## src/rtl/mux_rr_sel_sched_pkg.sv

```systemverilog
// Shared types and constants for the round-robin mux select scheduler.
package mux_sched_pkg;

    localparam int NUM_CH = 4;
    localparam int SEL_W  = 2;

    typedef enum logic {
        IDLE,
        GRANT
    } sched_state_t;

    function automatic logic [NUM_CH-1:0] onehot(input logic [SEL_W-1:0] idx);
        onehot      = '0;
        onehot[idx] = 1'b1;
    endfunction

endpackage

```

## src/rtl/mux_rr_sel_sched_if.sv

```systemverilog
// Request/grant/handshake bundle between the sources, the scheduler and the mux consumer.
interface mux_sched_if;
    import mux_sched_pkg::*;

    logic [NUM_CH-1:0] req;
    logic              out_ready;
    logic [SEL_W-1:0]  sel;
    logic [NUM_CH-1:0] grant;
    logic              sel_valid;
    logic              burst_done;

    // Environment side: drives requests and consumer readiness.
    modport master (
        output req, out_ready,
        input  sel, grant, sel_valid, burst_done
    );

    // Scheduler side.
    modport slave (
        input  req, out_ready,
        output sel, grant, sel_valid, burst_done
    );

endinterface

```

## src/rtl/mux_rr_sel_sched_rr_pick4.sv

```systemverilog
// Rotating-priority pick: first set request at or after ptr, wrapping mod 4.
module rr_pick4
    import mux_sched_pkg::*;
(
    input  logic [NUM_CH-1:0] req,
    input  logic [SEL_W-1:0]  ptr,
    output logic              found,
    output logic [SEL_W-1:0]  idx
);

    always_comb begin
        // NOTE: every output gets a default first so no path leaves a latch behind.
        found = 1'b0;
        idx   = ptr;
        // Scan from farthest to nearest so the candidate closest to ptr wins.
        for (int k = NUM_CH - 1; k >= 0; k--) begin
            if (req[ptr + SEL_W'(k)]) begin
                found = 1'b1;
                idx   = ptr + SEL_W'(k);
            end
        end
    end

endmodule

```

## src/rtl/mux_rr_sel_sched.sv

```systemverilog
// Round-robin scheduler driving the 4:1 mux select, granting bursts of BURST_LEN accepted beats.
module mux_rr_sel_sched
    import mux_sched_pkg::*;
#(
    parameter int BURST_LEN = 4,
    parameter int CNT_W     = $clog2(BURST_LEN + 1)
) (
    input  logic        clk,
    input  logic        rst,
    mux_sched_if.slave  s_if
);

    localparam logic [CNT_W-1:0] LAST_BEAT = CNT_W'(BURST_LEN - 1);

    sched_state_t      r_state;
    logic [SEL_W-1:0]  r_sel;
    logic [SEL_W-1:0]  r_ptr;
    logic [NUM_CH-1:0] r_grant;
    logic              r_burst_done;
    logic [CNT_W-1:0]  r_beat_cnt;

    logic              w_found;
    logic [SEL_W-1:0]  w_idx;
    logic              w_req_sel;
    logic              w_sel_valid;
    logic              w_handshake;

    rr_pick4 u_pick (
        .req   (s_if.req),
        .ptr   (r_ptr),
        .found (w_found),
        .idx   (w_idx)
    );

    // Valid follows the granted request live so a dropped request stops the beat immediately.
    assign w_req_sel   = s_if.req[r_sel];
    assign w_sel_valid = (r_state == GRANT) && w_req_sel;
    assign w_handshake = w_sel_valid && s_if.out_ready;

    always_ff @(posedge clk or posedge rst) begin
        if (rst) begin
            r_state      <= IDLE;
            r_sel        <= '0;
            r_ptr        <= '0;
            r_grant      <= '0;
            r_burst_done <= 1'b0;
            r_beat_cnt   <= '0;
        end else begin
            // NOTE: non-blocking assignments keep every register reading pre-edge values.
            r_burst_done <= 1'b0;
            case (r_state)
                IDLE: begin
                    if (w_found) begin
                        r_sel      <= w_idx;
                        r_grant    <= onehot(w_idx);
                        r_beat_cnt <= '0;
                        r_state    <= GRANT;
                    end
                end
                GRANT: begin
                    if (w_handshake) begin
                        if (r_beat_cnt == LAST_BEAT) begin
                            r_state      <= IDLE;
                            r_grant      <= '0;
                            r_ptr        <= r_sel + 1'b1;
                            r_burst_done <= 1'b1;
                            r_beat_cnt   <= '0;
                        end else begin
                            r_beat_cnt <= r_beat_cnt + 1'b1;
                        end
                    end else if (!w_req_sel) begin
                        // Early release: partial burst abandoned, sel kept for a glitch-free mux.
                        r_state    <= IDLE;
                        r_grant    <= '0;
                        r_ptr      <= r_sel + 1'b1;
                        r_beat_cnt <= '0;
                    end
                end
                default: r_state <= IDLE;
            endcase
        end
    end

    assign s_if.sel        = r_sel;
    assign s_if.grant      = r_grant;
    assign s_if.sel_valid  = w_sel_valid;
    assign s_if.burst_done = r_burst_done;

endmodule

```

## src/flat_wrapper.sv

```systemverilog
// flat-port wrapper written by rule: the top's interface ports become plain ports
module mux_rr_sel_sched_flat import mux_sched_pkg::*;
#(
    parameter int BURST_LEN = 4,
    parameter int CNT_W     = $clog2(BURST_LEN + 1)
)
  (clk, rst, s_if_req, s_if_out_ready, s_if_sel, s_if_grant, s_if_sel_valid, s_if_burst_done);
  mux_sched_if s_if_i ();
  input  logic clk;
  input  logic rst;
  input wire logic [$bits(s_if_i.req)-1:0] s_if_req;
  input wire logic [$bits(s_if_i.out_ready)-1:0] s_if_out_ready;
  output wire logic [$bits(s_if_i.sel)-1:0] s_if_sel;
  output wire logic [$bits(s_if_i.grant)-1:0] s_if_grant;
  output wire logic [$bits(s_if_i.sel_valid)-1:0] s_if_sel_valid;
  output wire logic [$bits(s_if_i.burst_done)-1:0] s_if_burst_done;
  assign s_if_i.req = s_if_req;
  assign s_if_i.out_ready = s_if_out_ready;
  assign s_if_sel = s_if_i.sel;
  assign s_if_grant = s_if_i.grant;
  assign s_if_sel_valid = s_if_i.sel_valid;
  assign s_if_burst_done = s_if_i.burst_done;
  mux_rr_sel_sched #(.BURST_LEN(BURST_LEN), .CNT_W(CNT_W)) u_core (.clk(clk), .rst(rst), .s_if(s_if_i));
endmodule
```

## config.mk

```make
export PLATFORM = sky130hd
export DESIGN_NAME = mux_rr_sel_sched_flat
export DESIGN_NICKNAME = d
export VERILOG_FILES = /design/src/rtl/mux_rr_sel_sched_pkg.sv /design/src/rtl/mux_rr_sel_sched_if.sv /design/src/rtl/mux_rr_sel_sched_rr_pick4.sv /design/src/rtl/mux_rr_sel_sched.sv /design/src/flat_wrapper.sv
export SDC_FILE = /design/constraint.sdc
export NUM_CORES = 1
export LEC_CHECK = 0
export BUFFER_PORTS_ARGS = -buffer_cell sky130_fd_sc_hd__clkbuf_2
export CORE_MARGIN = 2
export CORE_UTILIZATION = 50
export DETAILED_ROUTE_END_ITERATION = 16
export GPL_ROUTABILITY_DRIVEN = 0
export HOLD_SLACK_MARGIN = 0.08
export PLACE_DENSITY = 0.74
export SYNTH_ARGS = -nofsm -noshare
export SYNTH_HDL_FRONTEND = slang
export SYNTH_SLANG_ARGS = --single-unit
```

## constraint.sdc

```tcl
create_clock -name clk -period 2.1 [get_ports clk]
set_input_delay 0.21 -clock clk [delete_from_list [all_inputs] [get_ports clk]]
set_output_delay 0.21 -clock clk [all_outputs]
set_load 0.01 [all_outputs]
```

# --- Word-level counts from Yosys, hierarchy flattened ---
# Index checks and enable logic that the tools add are counted.
word_totals:
  memories: 0
  ramBits: 0
  romBits: 0
  out_inout_bits: 8
  latchBits: 0
  ff_bits: 13
  word_cells: 73
  input_bits: 7
op_classes:
  order_cmp: 7
  shift: 0
  mux: 41
  eq_ne: 6
  n_div: 0
  bitwise: 1
  add_sub_neg: 5
  multipliers: 0
  reduce_logical: 7
ops:
  columns: ["op", "count"]
  rows:
  - ["$lt 2x3->1 const B", 6]
  - ["$mux 1", 17]
  - ["$mux 4", 4]
  - ["$mux 2", 7]
  - ["$mux 3", 4]
  - ["$bmux 1 s2", 5]
  - ["$pmux 4 s2", 1]
  - ["$ne 2x2->1 const B", 3]
  - ["$ne 3x3->1 const B", 2]
  - ["$pmux 3 s2", 1]
  - ["$reduce_and 3->1", 2]
  - ["$add 2x1->2 const B", 2]
  - ["$add 2x2->2 const B", 2]
  - ["$reduce_and 2->1", 2]
  - ["$add 3x1->3 const B", 1]
  - ["$eq 3x2->1 const B", 1]
  - ["$logic_and 1x1->1", 3]
  - ["$demux 1 s2", 1]
  - ["$ge 2x1->1 const B", 1]
  - ["$pmux 1 s2", 1]
  - ["$not 1->1", 1]

# --- Longest topological paths before layout ---
# Gate-level depths: netlist (run 1).
depth:
  depth_word: 13
  ltp_mapped: 5
  mapped_depth_nobuf: 5

# --- Hierarchy ---
# From an unflattened synthesis (run 1), not the netlist that was laid out.
hier_totals:
  hier_cells: 78
  hier_area_um2: 798.3
modules_own_cells:
  columns: ["module", "seq_area_each_um2", "instances", "area_per_inst_um2", "cells_each"]
  rows:
  - ["mux_rr_sel_sched", 325.3, 1, 698.2, 62]
  - ["rr_pick4", 0.0, 1, 100.1, 16]

# --- Worst setup path before layout (run 1) ---
# Ideal clock, no wire load.
synth_path:
  kind: "flip-flop to flip-flop"
  start: "register u_core.r_sel[0] (netlist: u_core.s_if.sel[0])"
  end: "register u_core.r_beat_cnt[0]"
  path_stages_with_launch: 6
  path_buffers: 0
  arrival_time_ps: 1470
  slack_ps: 512
  synth_period_minus_slack_ps: 1588
  setup_time_ps: 118
  required_ps: 1982
  cell_sequence: "dfrtp_1 -> mux4_2 -> nand2_2 -> inv_2 -> and3_1 -> a21o_1"
synth_via:
  elab_chain_cells: 6
  word_cells_on_any_way: 8
  cone_classes: "eq/ne (1); mux (4); reduce/logical (3)"
synth_lines:
  columns: ["item", "line_no", "source"]
  rows:
  - ["start: declaration", "mux_rr_sel_sched.sv:16", "logic [SEL_W-1:0] r_sel;"]
  - ["start signal: assignment", "mux_rr_sel_sched.sv:54", "r_sel <= w_idx;"]
  - ["$bmux 1 s2 (*)", "mux_rr_sel_sched.sv:36", "assign w_req_sel = s_if.req[r_sel];"]
  - ["$mux 1 (not written as such) (*)", "mux_rr_sel_sched.sv:36", null]
  - ["$logic_and 1x1->1 (*)", "mux_rr_sel_sched.sv:37", "assign w_sel_valid = (r_state == GRANT) && w_req_sel;"]
  - ["net s_if_sel_valid", "flat_wrapper.sv:15", "output wire logic [$bits(s_if_i.sel_valid)-1:0] s_if_sel_valid;"]
  - ["$logic_and 1x1->1 (*)", "mux_rr_sel_sched.sv:38", "assign w_handshake = w_sel_valid && s_if.out_ready;"]
  - ["$mux 3 or $ne 3x3->1 (tied branches)", null, null]
  - ["$pmux 3 s2 or $reduce_and 2->1 (tied branches)", null, null]
  - ["end signal: assignment", "mux_rr_sel_sched.sv:69", "r_beat_cnt <= r_beat_cnt + 1'b1;"]
  - ["end: declaration", "mux_rr_sel_sched.sv:20", "logic [CNT_W-1:0] r_beat_cnt;"]
# The timed path passes the listed nets; every way through them passes the cells marked *. The select of a mux whose other input is x is not followed.
# A chain may end at the register's enable or synchronous reset.

# --- Final worst setup path (run 1) ---
layout_path:
  start: "register u_core.r_sel[0] (netlist: u_core.s_if.sel[0])"
  end: "output s_if_sel_valid"
layout_via:
  elab_chain_cells: 3
layout_lines:
  columns: ["item", "line_no"]
  rows:
  - ["$bmux 1 s2", "mux_rr_sel_sched.sv:36"]
  - ["$mux 1 (not written as such)", "mux_rr_sel_sched.sv:36"]
  - ["$logic_and 1x1->1", "mux_rr_sel_sched.sv:37"]
  - ["end: declaration", "flat_wrapper.sv:15"]
# Every way passes these cells. The select of a mux whose other input is x is not followed.

==> flow_metrics.py, run 1 <==
metrics = {
    "sta": {
        "totalNegativeSetupSlack_ps": 0,
        "relSlewSlack_pct": 67.3,
        "final-setup-viol-count": 0,
        "min_period_ps": 1820,
        "fmax_ghz": 0.550,
        "slew_viol_final": 0,
        "tightest_slew_ps": 490,
        "rsz0062_at_grt": "false",
        "clock_skew_ps": 12.1,
        "hold_viol": 0,
        "period_share_pct": 86.6,
    },
    "global_routing": {
        "grt_first_pass_wirelength_microns": 2320,
        "grtUsageTotal_pct": 21.6,
        "grt-ovfl-total": 0,
        "grt_pass1_vias": 549,
        "antenna_found_initial": 0,
        "grt_max_degree": 14,
    },
    "floorplanning": {
        "pin_count": 15,
        "die_h_microns": 40.9,
        "start_util_pct": 52.9,
        "std_cell_rows": 13,
        "core_area_sq_mm": 0.00128,
        "die_w_microns": 40.9,
        "die_area_sq_mm": 0.00167,
    },
    "cells_and_area": {
        "diodes": 0,
        "nets": 94,
        "area_growth_syn_to_layout_pct": 18.4,
        "instances_no_fill": 100,
        "fillCellCount": 117,
        "final_common_cell": "clkbuf_2",
        "drive_gt1_share_pct": 27.1,
        "layout_common_cells": "clkbuf_2, dfrtp_1, nor2_1, a21oi_1",
    },
    "cts": {
        "htree_levels": 1,
        "path_clk_slew_ps": 90,
        "cts_resized": 0,
        "cts_tree": "built",
        "cts_buffers": 3,
        "postCtsSetupBuffers": 0,
        "root_buffer": "clkbuf_4",
        "clkSinkCount": 13,
        "clk_path_buf_depth": 2,
        "clkLatencyLatePin_ps": 280,
    },
    "setup_path": {
        "worstPathArrival_ps": 1610,
        "critPathKind": "reg -> out",
        "start_kind": "register",
        "worstPathRequired_ps": 1890,
        "crit_fanout": 5,
        "crit_path_end_kind": "primary output",
    },
    "synth": {
        "syn-num-nets": 74,
        "synth-main-ff-cell": "dfrtp_1",
        "synth_edf_count": 0,
        "ys_seq_area_share_pct": 47.9,
        "synth-async-reset-ratio_pct": 100,
        "synth-seq-cells": 13,
        "yosysUniqueCellTypes": 33,
        "syn_inst": 66,
        "synth_warnings": 0,
        "synthesis.area_sq_um": 679,
        "syn_area_per_cell_sq_um": 10.3,
    },
    "route": {
        "vias": 573,
        "drtAntennaViolNets": 0,
        "vias_per_cell": 5.73,
        "avgRoutedWirePerCell_microns": 14.0,
        "wirelength_microns": 1400,
        "drt_iter0_drc": 12,
        "firstDrtPassIters": 4,
        "drt_drc_violations_left": 0,
    },
    "placement": {
        "numPortBuffers": 14,
        "dp.cells": 95,
        "dp_hpwl_microns": 1070,
    },
    "job": {
        "max-cap-violations": 0,
    },
    "power_and_ir_drop": {
        "power.leakage_nw": 0.407,
        "powerDensity_mw_per_mm2": 1310,
        "ir_drop_mv": 0.805,
    },
    "outcome": {
        "status": "finished, final reports clean",
    },
    "hold_path": {
        "hold_path_class": "in -> reg",
    },
}
==> flip-flops by register name, summed over array words and instances, names as in the netlist <==
register and flops:
u_core.r_beat_cnt 3, u_core.s_if.grant 4, u_core.r_state 1, u_core.r_ptr 2, u_core.s_if.sel 2, u_core.s_if.burst_done 1
==> metrics by stage <==
stage | hold WS (ps) | power (mW) | setup WS (ps) | utilization, % | area [sq um]
after floorplan | 87.0 | 0.742 | 512 | - | 679
after global placement | 226 | 0.876 | 543 | 59.8 | 768
after detailed placement | 232 | 0.896 | 477 | 59.8 | 768
after CTS | 250 | 1.06 | 281 | 62.6 | 805
after global routing | 252 | 1.13 | 212 | 62.6 | 805
final | 256 | 1.05 | 282 | 62.6 | 805
==> cells in the mapped netlist (2+ instances only) <==
library cell / count / area [sq um]
a22o_1: 2 / 17.5
dfrtp_1: 13 / 325
inv_1: 4 / 15.0
nor2b_1: 2 / 12.5
o21ai_0: 3 / 15.0
o2bb2ai_1: 2 / 17.5
o22a_1: 2 / 17.5
nand2_1: 4 / 15.0
a21oi_1: 5 / 25.0
nor2_1: 6 / 22.5
==> routing by layer <==
layer	global-route usage (%)	wire, microns
met1	28.7	661
met2	34.0	681
met3	4.89	49
met4	8.33	9
met5	0	0
==> repair_timing <==
action / 4_1_cts / 5_1_grt
hold endpoints to repair: 13 / 0
setup endpoints to repair: 0 / 0
hold buffers: 1 / 0
==> kinds of logic after synthesis <==
| family | Yosys count | share of synthesized area [%] |
|---|---|---|
| adders and majority gates | 1 | 1.84 |
| and+or+nand+nor | 21 | 16.9 |
| buffers and inverters | 5 | 2.76 |
| AOI/OAI and AO/OA | 23 | 24.3 |
| xor gates and xnor gates | 1 | 1.29 |
| muxes | 2 | 4.97 |
| DFF | 13 | 47.9 |
==> report_power, final <==
group | switching [mW] | total, mW | internal [mW] | leakage [nW]
registers | 0.103 | 0.447 | 0.344 | 0.165
logic | 0.241 | 0.447 | 0.206 | 0.226
clock network | 0.0822 | 0.156 | 0.0735 | 0.0150
total | 0.426 | 1.05 | 0.624 | 0.407
==> layout make-up <==
cell class / count / area (sq um) / share of cell area (%)
well taps: 15 / 18.8 / 2.33
multi-input cells: 48 / 335 / 41.7
repair buffers: 15 / 80.1 / 9.95
flip-flops and latches: 13 / 325 / 40.4
inverters: 5 / 18.8 / 2.33
clock buffers: 4 / 26.3 / 3.27
==> path summary, 6_finish.rpt <==
path / start / endpoint / slack (ps) / cells after the start
min reg2reg: u_core.r_beat_cnt[1] / u_core.r_beat_cnt[1] / 510 / 1
max in group asynchronous: rst / u_core.s_if.burst_done / 1270 / 3
min in group asynchronous: rst / u_core.s_if.grant[1] / 480 / 3
max: u_core.s_if.sel[0] / s_if_sel_valid / 280 / 4
min: s_if_out_ready / u_core.r_beat_cnt[1] / 260 / 2
max reg2reg: u_core.s_if.sel[0] / u_core.r_beat_cnt[0] / 460 / 5
==> worst max-delay path: stages (launching register included) <==
cell and delay, ps:
dfrtp_1 460, mux4_2 580, nand2_2 120, inv_2 50
clkbuf_2 120
Note: power is estimated with default switching activity, not from simulation.
==> run 2: changes to the inputs <==
--- a/config.mk
+++ b/config.mk
@@ -5,13 +5,14 @@
 export SDC_FILE = /design/constraint.sdc
 export NUM_CORES = 1
 export LEC_CHECK = 0
+export ABC_AREA = 1
 export BUFFER_PORTS_ARGS = -buffer_cell sky130_fd_sc_hd__clkbuf_2
 export CORE_MARGIN = 2
-export CORE_UTILIZATION = 50
+export CORE_UTILIZATION = 51
 export DETAILED_ROUTE_END_ITERATION = 16
 export GPL_ROUTABILITY_DRIVEN = 0
 export HOLD_SLACK_MARGIN = 0.08
-export PLACE_DENSITY = 0.74
+export PLACE_DENSITY = 0.73
 export SYNTH_ARGS = -nofsm -noshare
 export SYNTH_HDL_FRONTEND = slang
 export SYNTH_SLANG_ARGS = --single-unit
==> run 2 against run 1 <==
Register-to-register slack hardly changed. Final cell count up 71%. Utilization fell by 0.41 points. Cell area rose by 36%. Synthesized cell count grew 94%. First-iteration DRC count up 67%. Largest cell class unchanged.
==> flow_metrics.py, run 2 <==
metrics = {
    "global_routing": {
        "antenna_found_initial": 0,
        "grt_pass1_vias": 684,
        "grtUsageTotal_pct": 18.9,
        "grt_first_pass_wirelength_microns": 2920,
        "grt-ovfl-total": 0,
        "grt_max_degree": 14,
    },
    "synth": {
        "synth_top_area_cell": "dfrtp_1",
        "synth_top_area_share_pct": 33.5,
        "synth_xor_area_share_pct": 0.902,
        "synth-main-ff-cell": "dfrtp_1",
        "synth_compound_area_share_pct": 6.57,
        "syn_area_per_cell_sq_um": 7.59,
        "synth.most_common_cell": "nand2_1",
        "yosysUniqueCellTypes": 26,
        "synth-async-reset-ratio_pct": 100,
        "synth-simple-area-share_pct": 49.6,
        "yosys.area_share.adder_pct": 1.29,
        "syn-num-nets": 136,
        "ys_seq_area_share_pct": 33.5,
        "synth-seq-cells": 13,
        "netlist_top_cells_area": "dfrtp_1, nand2_1, nand2_2",
        "synth_top_family_by_area": "simple AND/OR/NAND/NOR gates",
        "syn_inst": 128,
        "synthesis.area_sq_um": 971,
        "synth_warnings": 0,
        "yosys-top-cells-count": "nand2_1, dfrtp_1, inv_1, nand2_2, nand3_1",
        "synthMuxAreaShare_pct": 0,
        "synth_edf_count": 0,
    },
    "cells_and_area": {
        "final_common_cell": "nand2_1",
        "instances_no_fill": 171,
        "post-route-util_pct": 62.2,
        "area_growth_syn_to_layout_pct": 13.0,
        "drive_gt1_share_pct": 33.6,
        "largest_register_ffs": 4,
        "regArea_sq_um": 325,
        "fillCellCount": 164,
        "layout_common_cells": "nand2_1, clkbuf_2, dfrtp_1, inv_1",
        "diodes": 0,
        "multiInputGateArea_sq_um": 567,
        "nets": 155,
    },
    "sta": {
        "min_period_ps": 1640,
        "tightest_slew_ps": 481,
        "setup_slack_ps": 455,
        "holdWs_ps": 250,
        "clock_skew_ps": 9.03,
        "period_share_pct": 78.3,
        "rsz0062_at_grt": "false",
        "totalNegativeSetupSlack_ps": 0,
        "slew_viol_final": 0,
        "hold_viol": 0,
        "relSlewSlack_pct": 67.9,
        "fmax_ghz": 0.608,
        "final-setup-viol-count": 0,
    },
    "floorplanning": {
        "pin_count": 15,
        "core_area_sq_mm": 0.00176,
        "die_h_microns": 47.6,
        "die_area_sq_mm": 0.00227,
        "die_w_microns": 47.6,
        "std_cell_rows": 15,
        "start_util_pct": 55.0,
    },
    "route": {
        "avgRoutedWirePerCell_microns": 11.0,
        "vias_per_cell": 4.87,
        "drtAntennaViolNets": 0,
        "drt_iter0_drc": 20,
        "firstDrtPassIters": 4,
        "wirelength_microns": 1880,
        "drt_drc_violations_left": 0,
        "vias": 833,
    },
    "setup_path": {
        "reg2regPathDepth": 11,
        "rrSetupSlack_ps": 460,
        "crit_top_cell": "nand2_1",
        "rr_endpoint": "u_core.s_if.grant[3]",
        "regToRegStartpoint": "u_core.r_ptr[0]",
        "crit_fanout": 12,
        "crit_path_max_incr_delay_ps": 550,
        "start_kind": "register",
        "cp-startpoint": "u_core.r_ptr[0]",
        "crit_path_end_kind": "register",
        "crit_path_cell_trace": "inv_2 > nand2_1 > nand2_1 > nand2_2 > nand2_2 > nor2_4 > nand3_2 > nand2_4 > inv_2 > nand3_1 > nand2_1",
        "cp_slowest_cell": "dfrtp_1",
        "worstPathArrival_ps": 1820,
        "critPathKind": "reg -> reg",
        "worstPathRequired_ps": 2270,
        "critPathCapture": "u_core.s_if.grant[3]",
    },
    "outcome": {
        "status": "finished, final reports clean",
    },
    "cts": {
        "clkLatencyLatePin_ps": 270,
        "cts_resized": 0,
        "clkSinkCount": 13,
        "clk_path_buf_depth": 2,
        "hold_buffers": 1,
        "root_buffer": "clkbuf_4",
        "path_clk_slew_ps": 80,
        "postCtsSetupBuffers": 0,
        "cts_tree": "built",
        "cts_buffers": 3,
        "htree_levels": 1,
    },
    "placement": {
        "dp_hpwl_microns": 1560,
        "numPortBuffers": 14,
        "dp.cells": 166,
        "pre_cts_ws_ps": 469,
    },
    "power_and_ir_drop": {
        "ir_drop_mv": 0.895,
        "powerDensity_mw_per_mm2": 1630,
        "power.leakage_nw": 0.621,
    },
    "job": {
        "max-cap-violations": 0,
    },
    "hold_path": {
        "hold_path_class": "in -> reg",
    },
}
run 2: final cells by class:
type,instances,area share [%]
flip-flops and latches,13,29.6
well taps,25,2.85
inverters,18,6.16
repair buffers,15,7.30
clock buffers,4,2.39
multi-input cells,96,51.7
run 2: how the worst min path moves through the flow:
stage / to / slack [ps] / cells past startpoint / startpoint
final: u_core.r_beat_cnt[1] / 250 / 3 / s_if_out_ready
after global routing: u_core.r_beat_cnt[1] / 280 / 3 / s_if_out_ready
after CTS: u_core.r_beat_cnt[1] / 250 / 3 / s_if_out_ready
after detailed placement: u_core.s_if.burst_done / 240 / 2 / rst
after global placement: u_core.s_if.grant[1] / 230 / 2 / rst
after floorplan: u_core.r_beat_cnt[0] / 90 / 1 / rst
run 2: cell families (layout without fill, tap and decap cells):
logic type	Yosys count	after routing
AO/OA/AOI/OAI	10	10
flip-flops	13	13
adder cells (fa/ha/maj)	1	1
XOR/XNOR	1	1
AND/OR/NAND/NOR	84	84
buffers and inverters	19	37
run 2: stage by stage:
step / instance area [sq um] / power [mW]
after floorplan: 971 / 1.42
after global placement: 1060 / 1.60
after detailed placement: 1060 / 1.64
after CTS: 1100 / 1.80
after global routing: 1100 / 1.96
final: 1100 / 1.79
run 2: critical path: cells and delay by family, from the launching register on:
family / cells / cell delay, ps
buf+inv: 2 / 190
flops: 1 / 550
simple gates: 9 / 810
run 2: where the power goes:
group / internal [mW] / leakage, nW / switching, mW / total [mW]
clock: 0.0736 / 0.0150 / 0.0752 / 0.149
sequential: 0.332 / 0.170 / 0.121 / 0.453
combinational: 0.422 / 0.436 / 0.762 / 1.18
total: 0.828 / 0.621 / 0.958 / 1.79
run 2: layer usage:
layer	share of wire [%]	track usage [%]	vias up
li1	-	-	446
met1	47	24.9	374
met2	50	31.1	11
met3	3.3	6.79	2
met4	0.43	1.62	0
met5	0	0	-
